<file path="src/rtl/core2axi_pkg.sv">
// Shared types and helpers for the multiple-outstanding core-to-AXI4 bridge.
package core2axi_pkg;

    localparam logic [1:0] OKAY   = 2'b00;
    localparam logic [1:0] EXOKAY = 2'b01;
    localparam logic [1:0] SLVERR = 2'b10;
    localparam logic [1:0] DECERR = 2'b11;

    // Widest word offset needed (128-bit bus = 4 lanes); narrower buses zero-extend.
    localparam int OFFS_MAX_W = 2;

    typedef struct packed {
        logic                  is_write;
        logic [OFFS_MAX_W-1:0] offset;
    } track_entry_t;

    function automatic int offset_width(input int data_width);
        return $clog2(data_width / 8) - 2;
    endfunction

endpackage

</file>
<file path="src/rtl/core2axi_track_fifo.sv">
// Small synchronous FIFO tracking in-flight transactions; exposes head and most recent push (tail).
module core2axi_track_fifo #(
    parameter int DEPTH = 4,
    parameter int WIDTH = 3
) (
    input  logic             clk_i,
    input  logic             rst_ni,
    input  logic             push_i,
    input  logic [WIDTH-1:0] push_data_i,
    input  logic             pop_i,
    output logic [WIDTH-1:0] head_o,
    output logic [WIDTH-1:0] tail_o,
    output logic             full_o,
    output logic             empty_o
);

    localparam int PTR_W = (DEPTH > 1) ? $clog2(DEPTH) : 1;
    localparam int CNT_W = $clog2(DEPTH + 1);
    localparam logic [PTR_W-1:0] LAST_PTR = PTR_W'(DEPTH - 1);

    logic [WIDTH-1:0] mem_q [DEPTH];
    logic [PTR_W-1:0] wr_ptr_q, wr_ptr_d;
    logic [PTR_W-1:0] rd_ptr_q, rd_ptr_d;
    logic [CNT_W-1:0] count_q, count_d;
    logic [WIDTH-1:0] tail_q, tail_d;
    logic             push_en, pop_en;

    assign full_o  = (count_q == CNT_W'(DEPTH));
    assign empty_o = (count_q == '0);
    assign push_en = push_i & ~full_o;
    assign pop_en  = pop_i & ~empty_o;
    assign head_o  = mem_q[rd_ptr_q];
    assign tail_o  = tail_q;

    always_comb begin
        wr_ptr_d = wr_ptr_q;
        rd_ptr_d = rd_ptr_q;
        count_d  = count_q;
        tail_d   = tail_q;
        if (push_en) begin
            wr_ptr_d = (wr_ptr_q == LAST_PTR) ? '0 : wr_ptr_q + 1'b1;
            tail_d   = push_data_i;
        end
        if (pop_en) begin
            rd_ptr_d = (rd_ptr_q == LAST_PTR) ? '0 : rd_ptr_q + 1'b1;
        end
        if (push_en && !pop_en) begin
            count_d = count_q + 1'b1;
        end else if (pop_en && !push_en) begin
            count_d = count_q - 1'b1;
        end
    end

    always_ff @(posedge clk_i or negedge rst_ni) begin
        if (!rst_ni) begin
            wr_ptr_q <= '0;
            rd_ptr_q <= '0;
            count_q  <= '0;
            tail_q   <= '0;
        end else begin
            wr_ptr_q <= wr_ptr_d;
            rd_ptr_q <= rd_ptr_d;
            count_q  <= count_d;
            tail_q   <= tail_d;
        end
    end

    // Entry storage needs no reset: it is only observed while the count says it is valid.
    always_ff @(posedge clk_i) begin
        if (push_en) begin
            mem_q[wr_ptr_q] <= push_data_i;
        end
    end

endmodule

</file>
<file path="src/rtl/core2axi_mo.sv">
// Core req/gnt/rvalid port to single-beat AXI4 with up to MAX_OUTSTANDING in flight, in-order responses.
// Optional: define CORE2AXI_MO_ERR_EN to add data_err_o flagging non-OKAY responses.
module core2axi_mo
    import core2axi_pkg::*;
#(
    parameter int AXI4_ADDRESS_WIDTH = 32,
    parameter int AXI4_DATA_WIDTH    = 64,
    parameter int AXI4_ID_WIDTH      = 16,
    parameter int AXI4_USER_WIDTH    = 10,
    parameter int MAX_OUTSTANDING    = 4
) (
    input  logic                            clk_i,
    input  logic                            rst_ni,
    input  logic                            data_req_i,
    output logic                            data_gnt_o,
    output logic                            data_rvalid_o,
    input  logic [AXI4_ADDRESS_WIDTH-1:0]   data_addr_i,
    input  logic                            data_we_i,
    input  logic [3:0]                      data_be_i,
    input  logic [31:0]                     data_wdata_i,
    output logic [31:0]                     data_rdata_o,
`ifdef CORE2AXI_MO_ERR_EN
    output logic                            data_err_o,
`endif
    output logic                            aw_valid_o,
    input  logic                            aw_ready_i,
    output logic [AXI4_ADDRESS_WIDTH-1:0]   aw_addr_o,
    output logic [AXI4_ID_WIDTH-1:0]        aw_id_o,
    output logic [7:0]                      aw_len_o,
    output logic [2:0]                      aw_size_o,
    output logic [1:0]                      aw_burst_o,
    output logic                            aw_lock_o,
    output logic [3:0]                      aw_cache_o,
    output logic [2:0]                      aw_prot_o,
    output logic [3:0]                      aw_region_o,
    output logic [3:0]                      aw_qos_o,
    output logic [AXI4_USER_WIDTH-1:0]      aw_user_o,
    output logic                            w_valid_o,
    input  logic                            w_ready_i,
    output logic [AXI4_DATA_WIDTH-1:0]      w_data_o,
    output logic [AXI4_DATA_WIDTH/8-1:0]    w_strb_o,
    output logic                            w_last_o,
    output logic [AXI4_USER_WIDTH-1:0]      w_user_o,
    input  logic                            b_valid_i,
    output logic                            b_ready_o,
    input  logic [1:0]                      b_resp_i,
    input  logic [AXI4_ID_WIDTH-1:0]        b_id_i,
    input  logic [AXI4_USER_WIDTH-1:0]      b_user_i,
    output logic                            ar_valid_o,
    input  logic                            ar_ready_i,
    output logic [AXI4_ADDRESS_WIDTH-1:0]   ar_addr_o,
    output logic [AXI4_ID_WIDTH-1:0]        ar_id_o,
    output logic [7:0]                      ar_len_o,
    output logic [2:0]                      ar_size_o,
    output logic [1:0]                      ar_burst_o,
    output logic                            ar_lock_o,
    output logic [3:0]                      ar_cache_o,
    output logic [2:0]                      ar_prot_o,
    output logic [3:0]                      ar_region_o,
    output logic [3:0]                      ar_qos_o,
    output logic [AXI4_USER_WIDTH-1:0]      ar_user_o,
    input  logic                            r_valid_i,
    output logic                            r_ready_o,
    input  logic [AXI4_DATA_WIDTH-1:0]      r_data_i,
    input  logic [1:0]                      r_resp_i,
    input  logic                            r_last_i,
    input  logic [AXI4_ID_WIDTH-1:0]        r_id_i,
    input  logic [AXI4_USER_WIDTH-1:0]      r_user_i
);

    localparam int OFFS_W = offset_width(AXI4_DATA_WIDTH);
    localparam int NLANES = AXI4_DATA_WIDTH / 32;

    track_entry_t          head, tail, push_entry;
    logic                  fifo_full, fifo_empty;
    logic [OFFS_MAX_W-1:0] req_off;
    logic                  issue_ok, rd_go, wr_go, rd_hs, wr_done, pop;
    logic                  aw_done_q, aw_done_d, w_done_q, w_done_d;

    generate
        if (OFFS_W > 0) begin : g_off
            assign req_off = OFFS_MAX_W'(data_addr_i[OFFS_W+1:2]);
        end else begin : g_no_off
            assign req_off = '0;
        end
    endgenerate

    // Only one transaction type may be in flight at a time, which keeps responses ordered.
    assign issue_ok = ~fifo_full & (fifo_empty | (tail.is_write == data_we_i));
    assign rd_go    = data_req_i & issue_ok & ~data_we_i;
    assign wr_go    = data_req_i & issue_ok & data_we_i;

    assign ar_valid_o = rd_go;
    assign aw_valid_o = wr_go & ~aw_done_q;
    assign w_valid_o  = wr_go & ~w_done_q;
    assign rd_hs      = rd_go & ar_ready_i;
    assign wr_done    = wr_go & (aw_done_q | aw_ready_i) & (w_done_q | w_ready_i);
    assign data_gnt_o = rd_hs | wr_done;

    assign push_entry.is_write = data_we_i;
    assign push_entry.offset   = req_off;

    always_comb begin
        aw_done_d = aw_done_q;
        w_done_d  = w_done_q;
        if (wr_done) begin
            aw_done_d = 1'b0;
            w_done_d  = 1'b0;
        end else begin
            if (aw_valid_o && aw_ready_i) aw_done_d = 1'b1;
            if (w_valid_o && w_ready_i)   w_done_d  = 1'b1;
        end
    end

    always_ff @(posedge clk_i or negedge rst_ni) begin
        if (!rst_ni) begin
            aw_done_q <= 1'b0;
            w_done_q  <= 1'b0;
        end else begin
            aw_done_q <= aw_done_d;
            w_done_q  <= w_done_d;
        end
    end

    core2axi_track_fifo #(
        .DEPTH (MAX_OUTSTANDING),
        .WIDTH ($bits(track_entry_t))
    ) u_track_fifo (
        .clk_i       (clk_i),
        .rst_ni      (rst_ni),
        .push_i      (data_gnt_o),
        .push_data_i (push_entry),
        .pop_i       (pop),
        .head_o      (head),
        .tail_o      (tail),
        .full_o      (fifo_full),
        .empty_o     (fifo_empty)
    );

    assign b_ready_o     = ~fifo_empty & head.is_write;
    assign r_ready_o     = ~fifo_empty & ~head.is_write;
    assign pop           = (b_valid_i & b_ready_o) | (r_valid_i & r_ready_o);
    assign data_rvalid_o = pop;

    always_comb begin
        data_rdata_o = '0;
        for (int i = 0; i < NLANES; i++) begin
            if (r_ready_o && head.offset == OFFS_MAX_W'(i)) begin
                data_rdata_o = r_data_i[32*i +: 32];
            end
        end
    end

    generate
        for (genvar gi = 0; gi < NLANES; gi++) begin : g_lane
            assign w_data_o[32*gi +: 32] = data_wdata_i;
            assign w_strb_o[4*gi +: 4]   = (req_off == OFFS_MAX_W'(gi)) ? data_be_i : 4'b0000;
        end
    endgenerate

`ifdef CORE2AXI_MO_ERR_EN
    assign data_err_o = data_rvalid_o & ((head.is_write ? b_resp_i : r_resp_i) != OKAY);
    logic unused_in;
    assign unused_in = ^{b_id_i, b_user_i, r_id_i, r_user_i, r_last_i, tail.offset};
`else
    logic unused_in;
    assign unused_in = ^{b_id_i, b_user_i, r_id_i, r_user_i, r_last_i, tail.offset, b_resp_i, r_resp_i};
`endif

    assign aw_addr_o   = data_addr_i;
    assign aw_id_o     = '0;
    assign aw_len_o    = 8'd0;
    assign aw_size_o   = 3'b010;
    assign aw_burst_o  = 2'b00;
    assign aw_lock_o   = 1'b0;
    assign aw_cache_o  = 4'd0;
    assign aw_prot_o   = 3'd0;
    assign aw_region_o = 4'd0;
    assign aw_qos_o    = 4'd0;
    assign aw_user_o   = '0;
    assign w_last_o    = 1'b1;
    assign w_user_o    = '0;
    assign ar_addr_o   = data_addr_i;
    assign ar_id_o     = '0;
    assign ar_len_o    = 8'd0;
    assign ar_size_o   = 3'b010;
    assign ar_burst_o  = 2'b00;
    assign ar_lock_o   = 1'b0;
    assign ar_cache_o  = 4'd0;
    assign ar_prot_o   = 3'd0;
    assign ar_region_o = 4'd0;
    assign ar_qos_o    = 4'd0;
    assign ar_user_o   = '0;

`ifndef SYNTHESIS
    // The core must not change a pending request before it is granted.
    req_stable_a: assert property (@(posedge clk_i) disable iff (!rst_ni)
        (data_req_i && !data_gnt_o) |=> $stable({data_addr_i, data_we_i, data_be_i, data_wdata_i}));
`endif

endmodule

</file>
<file path="config.mk">
export PLATFORM = sky130hd
export DESIGN_NAME = core2axi_mo
export DESIGN_NICKNAME = d
export VERILOG_FILES = /design/src/rtl/core2axi_pkg.sv /design/src/rtl/core2axi_track_fifo.sv /design/src/rtl/core2axi_mo.sv
export SDC_FILE = /design/constraint.sdc
export NUM_CORES = 1
export LEC_CHECK = 0
export CORE_AREA = 3 3 192 194
export CTS_BUF_LIST = sky130_fd_sc_hd__clkbuf_8
export DETAILED_ROUTE_END_ITERATION = 8
export DIE_AREA = 0 0 195 197
export GPL_TIMING_DRIVEN = 0
export PLACE_DENSITY = 0.49
export SETUP_SLACK_MARGIN = 0.15
export SKIP_LAST_GASP = 1
export SLEW_MARGIN = 20
export SYNTH_ARGS = -nofsm -noshare
export SYNTH_HDL_FRONTEND = slang
export SYNTH_SLANG_ARGS = --single-unit
</file>
<file path="constraint.sdc">
create_clock -name clk_i -period 4.5 [get_ports clk_i]
set_input_delay 0.9 -clock clk_i [delete_from_list [all_inputs] [get_ports clk_i]]
set_output_delay 0.9 -clock clk_i [all_outputs]
set_load 0.02 [all_outputs]
</file>
# After elaboration in Yosys (flattened, before gate mapping)
# Memory sizes are Yosys's and may differ from the RTL's.
# Index checks and enable logic that the tools add are counted.
# op_classes
eq_ne	5
bitwise_logic	26
n_reduce_logical	14
addsub	4
n_mux	14
# op_table
op	n
32-bit 2-to-1 mux	2
1-bit AND	15
4-bit 2-to-1 mux	2
1-bit logical AND	6
1-bit 2-to-1 mux	6
3-bit 2-to-1 mux	2
1-bit inverter	6
2-bit nonzero test	3
1-bit bitwise OR	5
2-bit by 1-bit adder with 2-bit output, second input constant	2
2-bit equality test, second input constant	2
2-bit logical NOT	2
2-bit 2-to-1 mux	2
3-bit by 1-bit adder with 3-bit output, second input constant	1
3-bit equality test, second input constant	1
3-bit logical NOT	1
3-bit by 1-bit subtractor with 3-bit output, second input constant	1
2-bit by 1-bit equality test with 1-bit output, second input constant	1
1-bit logical NOT	2
1-bit equality test	1
# word_totals
out_inout_bits	296
ramBits	8
word_cells	70
memories	1
regBits	11
input_bits	198
# memory_table
name	depth	word_bits	rd	rd_ports_with_merged_regs	write_ports	line	text
u_track_fifo.mem_q	4	2	1	0	1	core2axi_track_fifo.sv:21	logic [WIDTH-1:0] mem_q [DEPTH];

# Depth between registers and ports, before layout
# logic_depth
depth_word	13
depth_mapped	10
depth_no_buf	10

# Modules after synthesis
# A second synthesis with hierarchy kept.
# hier_totals
hier_cells	380
hier_area_um2	3473.3
# by_module_without_submodules
mod	area_each_um2	n_inst	seq_area_each_um2	cells_each
core2axi_mo	2454.9	1	50.0	322
core2axi_track_fifo	1018.5	1	610.6	58

# Least setup slack after synthesis
# No wires, ideal clock.
# synth_timing
kind	input to register
from	input port data_we_i
to	register u_track_fifo.count_q[2]
arrival_ps	2637
setup_time_ps	79
slack_ps	1784
path_buffers	1
cell_stages	9
t_required_ps	4421
cell_sequence	a2111oi_4 -> a2bb2o_4 -> buf_6 -> ha_1 -> inv_1 -> fa_1 -> xor2_1 -> nor2_1 -> xor2_1
# synth_via
elab_chain_cells	12
# synth_rtl
element	line	text
start: declaration	core2axi_mo.sv:18	input logic data_we_i,
1-bit equality test	core2axi_mo.sv:89	assign issue_ok = ~fifo_full & (fifo_empty | (tail.is_write == data_we_i));
1-bit bitwise OR	core2axi_mo.sv:89	
1-bit AND	core2axi_mo.sv:89	
1-bit AND	core2axi_mo.sv:90, core2axi_mo.sv:91	
1-bit AND	core2axi_mo.sv:91	assign wr_go = data_req_i & issue_ok & data_we_i;
1-bit AND (2 in a row)	core2axi_mo.sv:97	assign wr_done = wr_go & (aw_done_q | aw_ready_i) & (w_done_q | w_ready_i);
1-bit bitwise OR (*)	core2axi_mo.sv:98	assign data_gnt_o = rd_hs | wr_done;
1-bit AND (*)	core2axi_track_fifo.sv:30	assign push_en = push_i & ~full_o;
named net u_track_fifo.push_en	core2axi_track_fifo.sv:26	logic push_en, pop_en;
1-bit logical NOT	core2axi_track_fifo.sv:49	end else if (pop_en && !push_en) begin
1-bit logical AND	core2axi_track_fifo.sv:49	
2-bit nonzero test (no line)	-	
end signal: assignment	core2axi_track_fifo.sv:63	count_q <= count_d;
end: declaration	core2axi_track_fifo.sv:24	logic [CNT_W-1:0] count_q, count_d;
# The timed path passes the listed nets; every way through them passes the cells marked *.
# A chain may end at the register's enable or synchronous reset.

# Worst setup path in the final report
# layout_timing
from	register u_track_fifo.rd_ptr_q[0]
to	output port data_rdata_o[20]
# layout_via
elab_chain_cells	6
# layout_rtl
element	line	text
start: declaration	core2axi_track_fifo.sv:23	logic [PTR_W-1:0] rd_ptr_q, rd_ptr_d;
start signal: assignment	core2axi_track_fifo.sv:62	rd_ptr_q <= rd_ptr_d;
memory read 4 x 2 bit (*)	-	
1-bit inverter	core2axi_mo.sv:141	assign r_ready_o = ~fifo_empty & ~head.is_write;
1-bit AND	core2axi_mo.sv:141	
1-bit logical AND	core2axi_mo.sv:148	if (r_ready_o && head.offset == OFFS_MAX_W'(i)) begin
32-bit 2-to-1 mux	core2axi_mo.sv:148	
32-bit 2-to-1 mux (*)	core2axi_mo.sv:148	
end: declaration	core2axi_mo.sv:21	output logic [31:0] data_rdata_o,
# Mark *: on every way between the ends. The rest lies on a longest branch, timed or not.

==> qor.csv <==
metric;value;unit
outcome;completed;
Initial Util;9.63;%
Netlist cell types;33;
pre-CTS WS;927;ps
slew margin rel.;65.7;%
clk sinks;18;
slowest CP cell;clkdlybuf4s50_1;
RSZ-0062 raised after global routing;false;
Levels on crit path;6;
Post-Synth Simple-Gate Area;7.71;%
RR Endpoint;u_track_fifo.count_q[2];
Finish-stage setup viols;0;
vias;3179;
dpl cells;1235;
fin. max-slew vios;0;
Worst path top cell family by delay;buffers and inverters;
ant diodes;0;
Setup crit end;data_rdata_o[20];
Final Cycle Share;79.2;%
total power;0.00221;W
IO Port Bufs;252;
DIE WIDTH;195;um
Num CTS Buffers;3;
ratio of total power to cell area;315;mW/mm2
overall routed net length;13000;um
non-filler cells in the finished layout;1239;
DPL Wire Length;12100;um
slowest stage delay, CP;540;ps
compound-cell area share of the yosys netlist;3.34;%
CTS clk-pin slew, worst paths;70;ps
most used cell along the critical path;buf_2;
antenna-violating nets left;0;
htree depth;1;
Hold Slack;524;ps
RD Place Congestion;0.667;
clk_lat worst skew;250;ps
DR iter-0 viols;19;
#FFs+latches synth;18;
flop2flop setup slack;1940;ps
core area;0.0354;mm2
worst vdd ir;0.218;mV
synth-to-layout area growth;105;%
post-synth design cell area;0.00341;mm2
largest net degree at the start of global routing;15;
Slew @ Worst Pin;513;ps
Routed WL per cell;10.5;um
area share of fa/ha/maj cells after synthesis;2.79;%
register area share after synthesis;14.4;%
HP Class;flip-flop to flip-flop;
crit path cell chain;mux4_2 -> buf_2 -> buf_2 -> mux2i_1 -> nor2_1 -> clkdlybuf4s50_1;
gr ovfl total;0;
largest area contributor in the netlist;buf_4;
Die Y;197;um
Synth top area share;55.0;%
GRT Total Usage;5.78;%
post-layout min period;3560;ps
post-CTS sizing;0;
Max Clock Skew;10.1;ps
Post-CTS Setup Inserts;0;
root buf cell;clkbuf_8;
largest family of logic cells by synthesized area;buffers and inverters;
Max-Cap Viols;0;
hold buffers post-CTS;0;
R2R depth;10;
Worst Path Max Fanout;10;
io pins;494;
CP startpoint;u_track_fifo.rd_ptr_q[0];
DR DRC count;0;
Sum Neg Setup Slack;0;ps
die area;0.0384;mm2
Synth Area per Inst;8.46;um2
CP startpoint kind;flip-flop;
worst path bufs/invs;3;
Initial DRT Pass Iterations;4;
layout cell share with drive strength beyond 1;35.2;%
CTS tree;yes;
Avg Vias per Cell;2.57;
leak pwr;3.39;nW
Worst EP required;3600;ps
Critical Path Sink Type;output port;
Setup CP Type;flip-flop to output port;
Fillers;3962;
final worst setup slack;938;ps
Row Count;69;
synth top area cells;buf_4 55%, mux2i_1 9.7%, dfrtp_1 7.3%, edfxtp_1 7.0%, nor2_1 4.2%;
vias in the first global route;3042;
Hold Vio Cnt, Final;0;
first-pass GRT wire length;17800;um
Clock Path Buffers;2;
Worst Path Arrival;2660;ps
post-synthesis mux area share;12.9;%
XOR/XNOR share of the synthesized area;0.771;%
Layout Nets;984;
initial antenna violation count;0;
Highest Clock Rate;0.281;GHz
synth warn;0;
gate count after technology mapping;403;
reg2reg start;u_track_fifo.count_q[2];
-- cell type report --
type / instances / area, um2 / area share, %
Buffer: 258 / 1950 / 27.8
Clock buffer: 3 / 41.3 / 0.590
Clock inverter: 1 / 3.75 / 0.0536
Inverter: 7 / 26.3 / 0.375
Multi-Input combinational cell: 239 / 1390 / 19.9
Sequential cell: 18 / 490 / 7.01
Tap cell: 461 / 577 / 8.24
Timing Repair Buffer: 252 / 2520 / 36.0
-- layout by cell type (no fill, tap or decap), types with 2 or more instances in the layout --
cell type        instances
buf_6                    5
inv_1                    6
mux2i_1                 33
clkbuf_8                 3
buf_4                  250
mux2_4                   2
conb_1                 121
nor2_1                  38
ha_1                     6
mux2_1                   2
dfrtp_1                 10
edfxtp_1                 8
clkdlybuf4s50_1        252
nor2b_1                  5
or2_2                    2
xor2_1                   2
a21oi_1                  4
mux4_2                   2
and2_1                   8
buf_2                    3
-- report_power, final --
part           leakage (nW)  internal (W)  switching [W]
logic                  3.18      0.000898       0.000913
clock network        0.0231     0.0000604      0.0000480
registers             0.192      0.000227      0.0000598
total                  3.39       0.00118        0.00102
-- flip-flops by register name, indices dropped and copies added (netlist names) --
signal / flops
u_track_fifo.mem_q: 8
u_track_fifo.wr_ptr_q: 2
aw_done_q: 1
u_track_fifo.tail_o: 1
u_track_fifo.rd_ptr_q: 2
u_track_fifo.count_q: 3
w_done_q: 1
-- Yosys cell counts --
cell type	count
xnor2_1	1
nor2_2	1
o211ai_2	1
dfrtp_1	10
a21oi_1	4
or2_2	2
o211a_1	1
inv_2	1
nor3_2	1
mux4_2	2
fa_1	1
conb_1	2
a2111oi_4	1
o21a_1	1
or2_1	1
ha_1	6
o22ai_1	1
mux2_2	1
buf_4	250
xor2_1	2
nor2b_1	5
mux2_1	2
a2bb2o_1	1
buf_2	3
mux2i_1	33
buf_6	5
inv_1	6
a2bb2o_4	1
mux2_4	2
and2_1	8
edfxtp_1	8
nand2_1	1
nor2_1	38
-- stage by stage --
stage	area, um2	util (%)
6_report	7000	19.8
5_1_grt	7000	19.8
4_1_cts	7000	19.8
3_5_place_dp	6960	19.7
3_3_place_gp	6960	19.7
2_1_floorplan	3860	-
-- per-layer routing --
metal | wire, um | vias up | GRT usage (%)
met5 | 0 | - | 0
met4 | 32 | 0 | 0.475
met3 | 731 | 4 | 0.769
met2 | 7370 | 144 | 11.6
met1 | 4850 | 1378 | 6.71
li1 | - | 1653 | -
-- tightest hold or removal path: cells and delay by family, from the launching register on --
| kind | cells | cell delay [ps] |
|---|---|---|
| flops | 1 | 380 |
| compound gates | 1 | 50 |
| buf+inv | 1 | 60 |
-- kinds of logic after synthesis --
| logic type | after synthesis |
|---|---|
| buf+inv | 265 |
| simple gates | 57 |
| mux | 40 |
| flops | 18 |
| compound gates | 11 |
| fa+ha+maj | 7 |
| xor+xnor | 3 |
| other cells | 2 |
-- worst min path at each step --
| stage | slack, ps | startpoint | cells past startpoint | endpoint |
|---|---|---|---|---|
| after global placement | 520 | u_track_fifo.tail_o[2] | 2 | u_track_fifo.tail_o[2] |
| after detailed placement | 520 | u_track_fifo.tail_o[2] | 2 | u_track_fifo.tail_o[2] |
| after CTS | 530 | u_track_fifo.tail_o[2] | 2 | u_track_fifo.tail_o[2] |
| after global routing | 590 | u_track_fifo.tail_o[2] | 2 | u_track_fifo.tail_o[2] |
| after floorplan | 490 | u_track_fifo.tail_o[2] | 2 | u_track_fifo.tail_o[2] |
| final | 520 | u_track_fifo.tail_o[2] | 2 | u_track_fifo.tail_o[2] |
(Power assumes the default switching activity.)
